==> src/rtl/fetch_if.sv <==
// Front-end bundle between the fetch stage and its neighbours: stall and
// redirect controls in, instruction-memory port, IF/ID register out.
interface fetch_if #(
  parameter int ADDR_W = 16
);
  // Controls from hazard_detection and EX.
  logic              PCwrite;
  logic              IF_IDwrite;
  logic              branch_taken;
  logic [ADDR_W-1:0] branch_target;

  // Asynchronous-read instruction memory port.
  logic [ADDR_W-1:0] imem_addr;
  logic [18:0]       imem_data;

  // IF/ID pipeline register and status.
  logic [18:0]       ID_instr;
  logic [ADDR_W-1:0] ID_pc_plus1;
  logic              ID_valid;
  logic              halted;
  logic [15:0]       fetch_count;

  // The fetch stage itself.
  modport master (
    input  PCwrite, IF_IDwrite, branch_taken, branch_target, imem_data,
    output imem_addr, ID_instr, ID_pc_plus1, ID_valid, halted, fetch_count
  );

  // Surrounding pipeline / memory / bench.
  modport slave (
    output PCwrite, IF_IDwrite, branch_taken, branch_target, imem_data,
    input  imem_addr, ID_instr, ID_pc_plus1, ID_valid, halted, fetch_count
  );
endinterface

==> src/rtl/fetch_stage.sv <==
// Instruction-fetch stage: program counter, instruction-memory address and
// the IF/ID pipeline register. Honours hazard stalls, EX branch redirects and
// freezes permanently (until reset) once a HALT instruction leaves ID.
module fetch_stage #(
  parameter int               ADDR_W   = 16,
  parameter logic [ADDR_W-1:0] RESET_PC = '0,
  parameter logic [4:0]       HALT_OP  = 5'h1F
) (
  input  logic     clk,
  input  logic     rst,
  fetch_if.master  bus
);

  typedef enum logic {
    ST_RUN    = 1'b0,
    ST_HALTED = 1'b1
  } state_e;

  state_e            state_q, state_d;
  logic              halted;

  logic [ADDR_W-1:0] pc_q, pc_d;
  logic [ADDR_W-1:0] pc_plus1;
  logic [18:0]       id_instr_q, id_instr_d;
  logic [ADDR_W-1:0] id_pc_plus1_q, id_pc_plus1_d;
  logic              id_valid_q, id_valid_d;
  logic [15:0]       fetch_count_q, fetch_count_d;

  logic              halt_leaving_id;

  // Wraps modulo 2^ADDR_W by construction.
  assign pc_plus1 = pc_q + ADDR_W'(1);

  // A valid HALT actually advances into ID/EX only when IF/ID is being
  // written and no older branch is flushing it.
  assign halt_leaving_id = (state_q == ST_RUN)
                        && id_valid_q
                        && (id_instr_q[18:14] == HALT_OP)
                        && bus.IF_IDwrite
                        && !bus.branch_taken;

  // FSM state register.
  // NOTE: state is updated with non-blocking assignments so every register
  // samples pre-edge values; blocking here would create order-dependent races.
  always_ff @(posedge clk) begin
    if (rst) begin
      state_q <= ST_RUN;
    end else begin
      state_q <= state_d;
    end
  end

  // FSM next state: HALTED is terminal until reset.
  always_comb begin
    state_d = state_q;
    case (state_q)
      ST_RUN:    if (halt_leaving_id) state_d = ST_HALTED;
      ST_HALTED: state_d = ST_HALTED;
      default:   state_d = ST_RUN;
    endcase
  end

  // FSM outputs.
  always_comb begin
    halted = (state_q == ST_HALTED);
  end

  // Datapath next state, priority: halted > halting > branch > stall/normal.
  // NOTE: every target gets a hold default first so no path leaves a signal
  // unassigned, which would otherwise infer a latch.
  always_comb begin
    pc_d          = pc_q;
    id_instr_d    = id_instr_q;
    id_pc_plus1_d = id_pc_plus1_q;
    id_valid_d    = id_valid_q;
    fetch_count_d = fetch_count_q;

    if (halted) begin
      // Frozen: only the valid flag is forced low.
      id_valid_d = 1'b0;
    end else if (halt_leaving_id) begin
      // HALT moves on; nothing follows it into ID.
      id_instr_d = '0;
      id_valid_d = 1'b0;
    end else if (bus.branch_taken) begin
      // Flush beats any load-use stall on the wrong-path instruction.
      pc_d       = bus.branch_target;
      id_instr_d = '0;
      id_valid_d = 1'b0;
    end else begin
      if (bus.PCwrite) begin
        pc_d = pc_plus1;
      end
      if (bus.IF_IDwrite) begin
        id_instr_d    = bus.imem_data;
        id_pc_plus1_d = pc_plus1;
        id_valid_d    = 1'b1;
        if (fetch_count_q != 16'hFFFF) begin
          fetch_count_d = fetch_count_q + 16'd1;
        end
      end
    end
  end

  // Datapath registers with synchronous reset.
  always_ff @(posedge clk) begin
    if (rst) begin
      pc_q          <= RESET_PC;
      id_instr_q    <= '0;
      id_pc_plus1_q <= '0;
      id_valid_q    <= 1'b0;
      fetch_count_q <= '0;
    end else begin
      pc_q          <= pc_d;
      id_instr_q    <= id_instr_d;
      id_pc_plus1_q <= id_pc_plus1_d;
      id_valid_q    <= id_valid_d;
      fetch_count_q <= fetch_count_d;
    end
  end

  assign bus.imem_addr   = pc_q;
  assign bus.ID_instr    = id_instr_q;
  assign bus.ID_pc_plus1 = id_pc_plus1_q;
  assign bus.ID_valid    = id_valid_q;
  assign bus.halted      = halted;
  assign bus.fetch_count = fetch_count_q;

endmodule

==> src/flat_wrapper.sv <==
// flat-port wrapper written by rule: the top's interface ports become plain ports
module fetch_stage_flat 
#(
  parameter int               ADDR_W   = 16,
  parameter logic [ADDR_W-1:0] RESET_PC = '0,
  parameter logic [4:0]       HALT_OP  = 5'h1F
)
  (clk, rst, bus_PCwrite, bus_IF_IDwrite, bus_branch_taken, bus_branch_target, bus_imem_data, bus_imem_addr, bus_ID_instr, bus_ID_pc_plus1, bus_ID_valid, bus_halted, bus_fetch_count);
  fetch_if #(.ADDR_W(ADDR_W)) bus_i ();
  input  logic clk;
  input  logic rst;
  input wire logic [$bits(bus_i.PCwrite)-1:0] bus_PCwrite;
  input wire logic [$bits(bus_i.IF_IDwrite)-1:0] bus_IF_IDwrite;
  input wire logic [$bits(bus_i.branch_taken)-1:0] bus_branch_taken;
  input wire logic [$bits(bus_i.branch_target)-1:0] bus_branch_target;
  input wire logic [$bits(bus_i.imem_data)-1:0] bus_imem_data;
  output wire logic [$bits(bus_i.imem_addr)-1:0] bus_imem_addr;
  output wire logic [$bits(bus_i.ID_instr)-1:0] bus_ID_instr;
  output wire logic [$bits(bus_i.ID_pc_plus1)-1:0] bus_ID_pc_plus1;
  output wire logic [$bits(bus_i.ID_valid)-1:0] bus_ID_valid;
  output wire logic [$bits(bus_i.halted)-1:0] bus_halted;
  output wire logic [$bits(bus_i.fetch_count)-1:0] bus_fetch_count;
  assign bus_i.PCwrite = bus_PCwrite;
  assign bus_i.IF_IDwrite = bus_IF_IDwrite;
  assign bus_i.branch_taken = bus_branch_taken;
  assign bus_i.branch_target = bus_branch_target;
  assign bus_i.imem_data = bus_imem_data;
  assign bus_imem_addr = bus_i.imem_addr;
  assign bus_ID_instr = bus_i.ID_instr;
  assign bus_ID_pc_plus1 = bus_i.ID_pc_plus1;
  assign bus_ID_valid = bus_i.ID_valid;
  assign bus_halted = bus_i.halted;
  assign bus_fetch_count = bus_i.fetch_count;
  fetch_stage #(.ADDR_W(ADDR_W), .RESET_PC(RESET_PC), .HALT_OP(HALT_OP)) u_core (.clk(clk), .rst(rst), .bus(bus_i));
endmodule
==> config.mk <==
export PLATFORM = sky130hd
export DESIGN_NAME = fetch_stage_flat
export DESIGN_NICKNAME = d
export VERILOG_FILES = /design/src/rtl/fetch_if.sv /design/src/rtl/fetch_stage.sv /design/src/flat_wrapper.sv
export SDC_FILE = /design/constraint.sdc
export NUM_CORES = 1
export LEC_CHECK = 0
export ABC_AREA = 1
export CORE_ASPECT_RATIO = 0.7
export CORE_MARGIN = 2
export CORE_UTILIZATION = 50
export DETAILED_ROUTE_END_ITERATION = 8
export PLACE_DENSITY = 0.87
export SYNTH_ARGS = -nofsm -noshare
export SYNTH_HDL_FRONTEND = slang
export SYNTH_SLANG_ARGS = --single-unit
export TNS_END_PERCENT = 1
==> constraint.sdc <==
create_clock -name clk -period 4.5 [get_ports clk]
set_clock_uncertainty 0.2 [all_clocks]
set_input_delay 0.675 -clock clk [delete_from_list [all_inputs] [get_ports clk]]
set_output_delay 0.675 -clock clk [all_outputs]
set_load 0.02 [all_outputs]
==> impl_metrics.env <==
export IMPL_power_share_combinational=0.152
export IMPL_yosysUniqueCellTypes=28
export IMPL_insertedDiodeCount=0
export IMPL_synth_flop_cell="dfxtp_1"
export IMPL_critical_path_class="input pin to register"
export IMPL_clock_sinks=69
export IMPL_finalSetupTns_ns=0
export IMPL_busiest_layer="met2"
export IMPL_syn_num_nets=529
export IMPL_ys_ff_latch=69
export IMPL_gr_usage_met2=0.4247
export IMPL_start_util=0.5271
export IMPL_fin_util=0.7345
export IMPL_critPathRequiredTime_ns=4.58
export IMPL_outcome="finished, final reports clean"
export IMPL_dp_slack_ns=1.200
export IMPL_cts_tree="yes"
export IMPL_drv_cap=0
export IMPL_io_pins=109
export IMPL_synth_edf_count=0
export IMPL_core_um2=6366
export IMPL_synth_most_common_cell="nand2_1"
export IMPL_clock_path_buffers=2
export IMPL_grtUsageMet3=0.1252
export IMPL_total_leakage_power_nw=1.708
export IMPL_holdCritPathClass="register to register"
export IMPL_synth_top_cell_area_share=0.4116
export IMPL_worstPathMaxFanout=36
export IMPL_timing_hold_ws_ns=0.2661
export IMPL_grt_start_max_net_pins=43
export IMPL_drive_gt1_frac=0.05574
export IMPL_power_internal_mw=1.032
export IMPL_drtIter0Drc=227
export IMPL_fmax_ghz=0.3365
export IMPL_vdd_ir_drop_max_mv=0.1877
export IMPL_p_per_area_nw_per_um2=308.1
export IMPL_die_x_um=101.9
export IMPL_finalCritPeriodShare=0.6604
export IMPL_clk_latency_ns=0.36
export IMPL_synthCells=487
export IMPL_place_hpwl_um=6924
export IMPL_use_met1=0.3508
export IMPL_synth_cell_area_um2=3356
export IMPL_avgSynthCellArea_um2=6.891
export IMPL_drc=0
export IMPL_hold_buffers=0
export IMPL_slew_headroom=0.4836
export IMPL_swShare=0.2835
export IMPL_clkPwrFrac=0.386
export IMPL_fin_nets=629
export IMPL_area_growth_pct=39.34
export IMPL_dr_pass1_iters=5
export IMPL_drv_slew=0
export IMPL_htreeDepth=3
export IMPL_arrival_ns=3.06
export IMPL_first_global_vias=3392
export IMPL_post_drt_wl_per_cell_um=14.25
export IMPL_cts_resized=0
export IMPL_post_cts_repair_setup_buffers=0
export IMPL_grt_pass1_wl_um=15940
export IMPL_cts_clk_slew_worst_paths_ns=0.08
export IMPL_vias=3672
export IMPL_grt_overflow_total=0
export IMPL_io_buffers=108
export IMPL_worstMarginPinSlew_ns=0.7737
export IMPL_yosysWarnings=0
export IMPL_finalHoldViolCount=0
export IMPL_seq_area_frac_synth=0.4116
export IMPL_viasPerCell=5.376
export IMPL_die_h_um=72.54
export IMPL_start_kind="input pin"
export IMPL_setup_violations=0
export IMPL_end_kind="register"
export IMPL_yosys_area_top_type="dfxtp_1"
export IMPL_ant_nets=0
export IMPL_setup_slack_ns=1.528
export IMPL_root_buffer="clkbuf_8"
export IMPL_num_rows=24
export IMPL_synth_top_cells_by_area="dfxtp_1 (41%), nand2_1 (16%), a21oi_1 (11%), nor2_1 (5.6%), o21ai_0 (4.6%)"
export IMPL_numCtsBuffers=9
export IMPL_die_area_um2=7393
export IMPL_track_usage=0.2780
export IMPL_routed_wl_um=9730
export IMPL_gp_congestion=0.8884
export IMPL_p_switching_uw=408.4
export IMPL_timing_final_crit_period_ns=2.972
export IMPL_seq_power_share=0.462
export IMPL_antenna_found_initial=0
export IMPL_rsz0062_at_grt="no"
export IMPL_async_flop_share=0
export IMPL_synth_common_cells="nand2_1 (143), a21oi_1 (71), dfxtp_1 (69), nor2_1 (50), o21ai_0 (31)"
-- cell families after synthesis --
kind of cell	share of synthesized area
xor gates and xnor gates	0.03915
and+or+nand+nor	0.2979
adders and majority gates	0.007456
DFF	0.4116
AOI/OAI and AO/OA	0.1797
buffers and inverters	0.06413
-- registers in the layout, indices dropped and copies added, names as in the netlist --
name                    count
u_core.bus.ID_instr        19
u_core.bus.ID_pc_plus1     16
u_core.bus.fetch_count     16
u_core.bus.imem_addr       16
u_core.bus.ID_valid         1
u_core.bus.halted           1
-- path summary, 6_finish.rpt --
kind	from	endpoint	slack, ns	cells after the start
hold / removal	u_core.bus.ID_instr[7]	u_core.bus.ID_instr[7]	0.27	2
setup / recovery	bus_branch_taken	u_core.bus.ID_pc_plus1[9]	1.53	10
hold reg to reg	u_core.bus.ID_instr[7]	u_core.bus.ID_instr[7]	0.27	2
setup reg to reg	u_core.bus.fetch_count[0]	u_core.bus.fetch_count[0]	2.38	8
-- cell type report --
type | count | area (µm²)
inverter | 29 | 108.9
multi-input combinational | 368 | 1759
clock buffer | 11 | 151.4
clock inverter | 5 | 65.06
timing repair buffer | 110 | 1096
sequential | 69 | 1381
tap | 91 | 113.9
fill | 529 | 1690
-- layout by cell type, fill, tap and decap left out --
| cell | count |
|---|---|
| o21ai_2 | 1 |
| o21ai_1 | 12 |
| nand3_1 | 18 |
| a21boi_0 | 2 |
| bufinv_16 | 1 |
| nor3_1 | 3 |
| nor2_2 | 1 |
| clkdlybuf4s50_1 | 108 |
| o21ai_0 | 31 |
| dfxtp_1 | 69 |
| buf_4 | 2 |
| nor2_8 | 1 |
| clkinv_4 | 1 |
| a21oi_2 | 1 |
| xor2_1 | 12 |
| nor2_4 | 2 |
| xnor2_1 | 3 |
| nand3_4 | 2 |
| or2_2 | 1 |
| clkbuf_8 | 11 |
| nand2_4 | 1 |
| a21oi_1 | 71 |
| nand4_1 | 9 |
| nor2_1 | 50 |
| nand2_2 | 2 |
| nand2_1 | 143 |
| inv_6 | 3 |
| ha_1 | 2 |
| inv_1 | 26 |
| inv_2 | 3 |
-- power groups by stage --
| stage | logic [mW] | registers (mW) | clock network (mW) |
|---|---|---|---|
| finish | 0.218 | 0.666 | 0.556 |
| CTS | 0.218 | 0.665 | 0.562 |
| global placement | 0.212 | 0.678 | 0 |
| floorplan | 0.0813 | 0.704 | 0 |
| global route | 0.237 | 0.670 | 0.583 |
| detailed placement | 0.217 | 0.679 | 0 |
-- metal layers --
layer	vias to the layer above	share of wire	wire (µm)
met2	188	0.44	4285
li1	1797	-	-
met4	0	0.021	202
met3	29	0.11	1076
met5	-	0	0
met1	1658	0.43	4166
-- critical path, stage by stage --
cell	delay, ns
clkdlybuf4s50_1	0.45
buf_4	0.24
inv_2	0.18
nand2_1	0.10
nor2_1	0.06
nand2_4	0.09
nand3_4	0.31
inv_2	0.57
o21ai_0	0.19
nor2_1	0.16
-- stage by stage --
stage	power [mW]	cells	area, µm²
after floorplan	0.7854	487	3356
after global placement	0.8897	667	4459
after detailed placement	0.8956	667	4459
after CTS	1.445	683	4676
after global routing	1.490	683	4676
final	1.441	683	4676
Note: power is estimated with default switching activity, not from simulation.
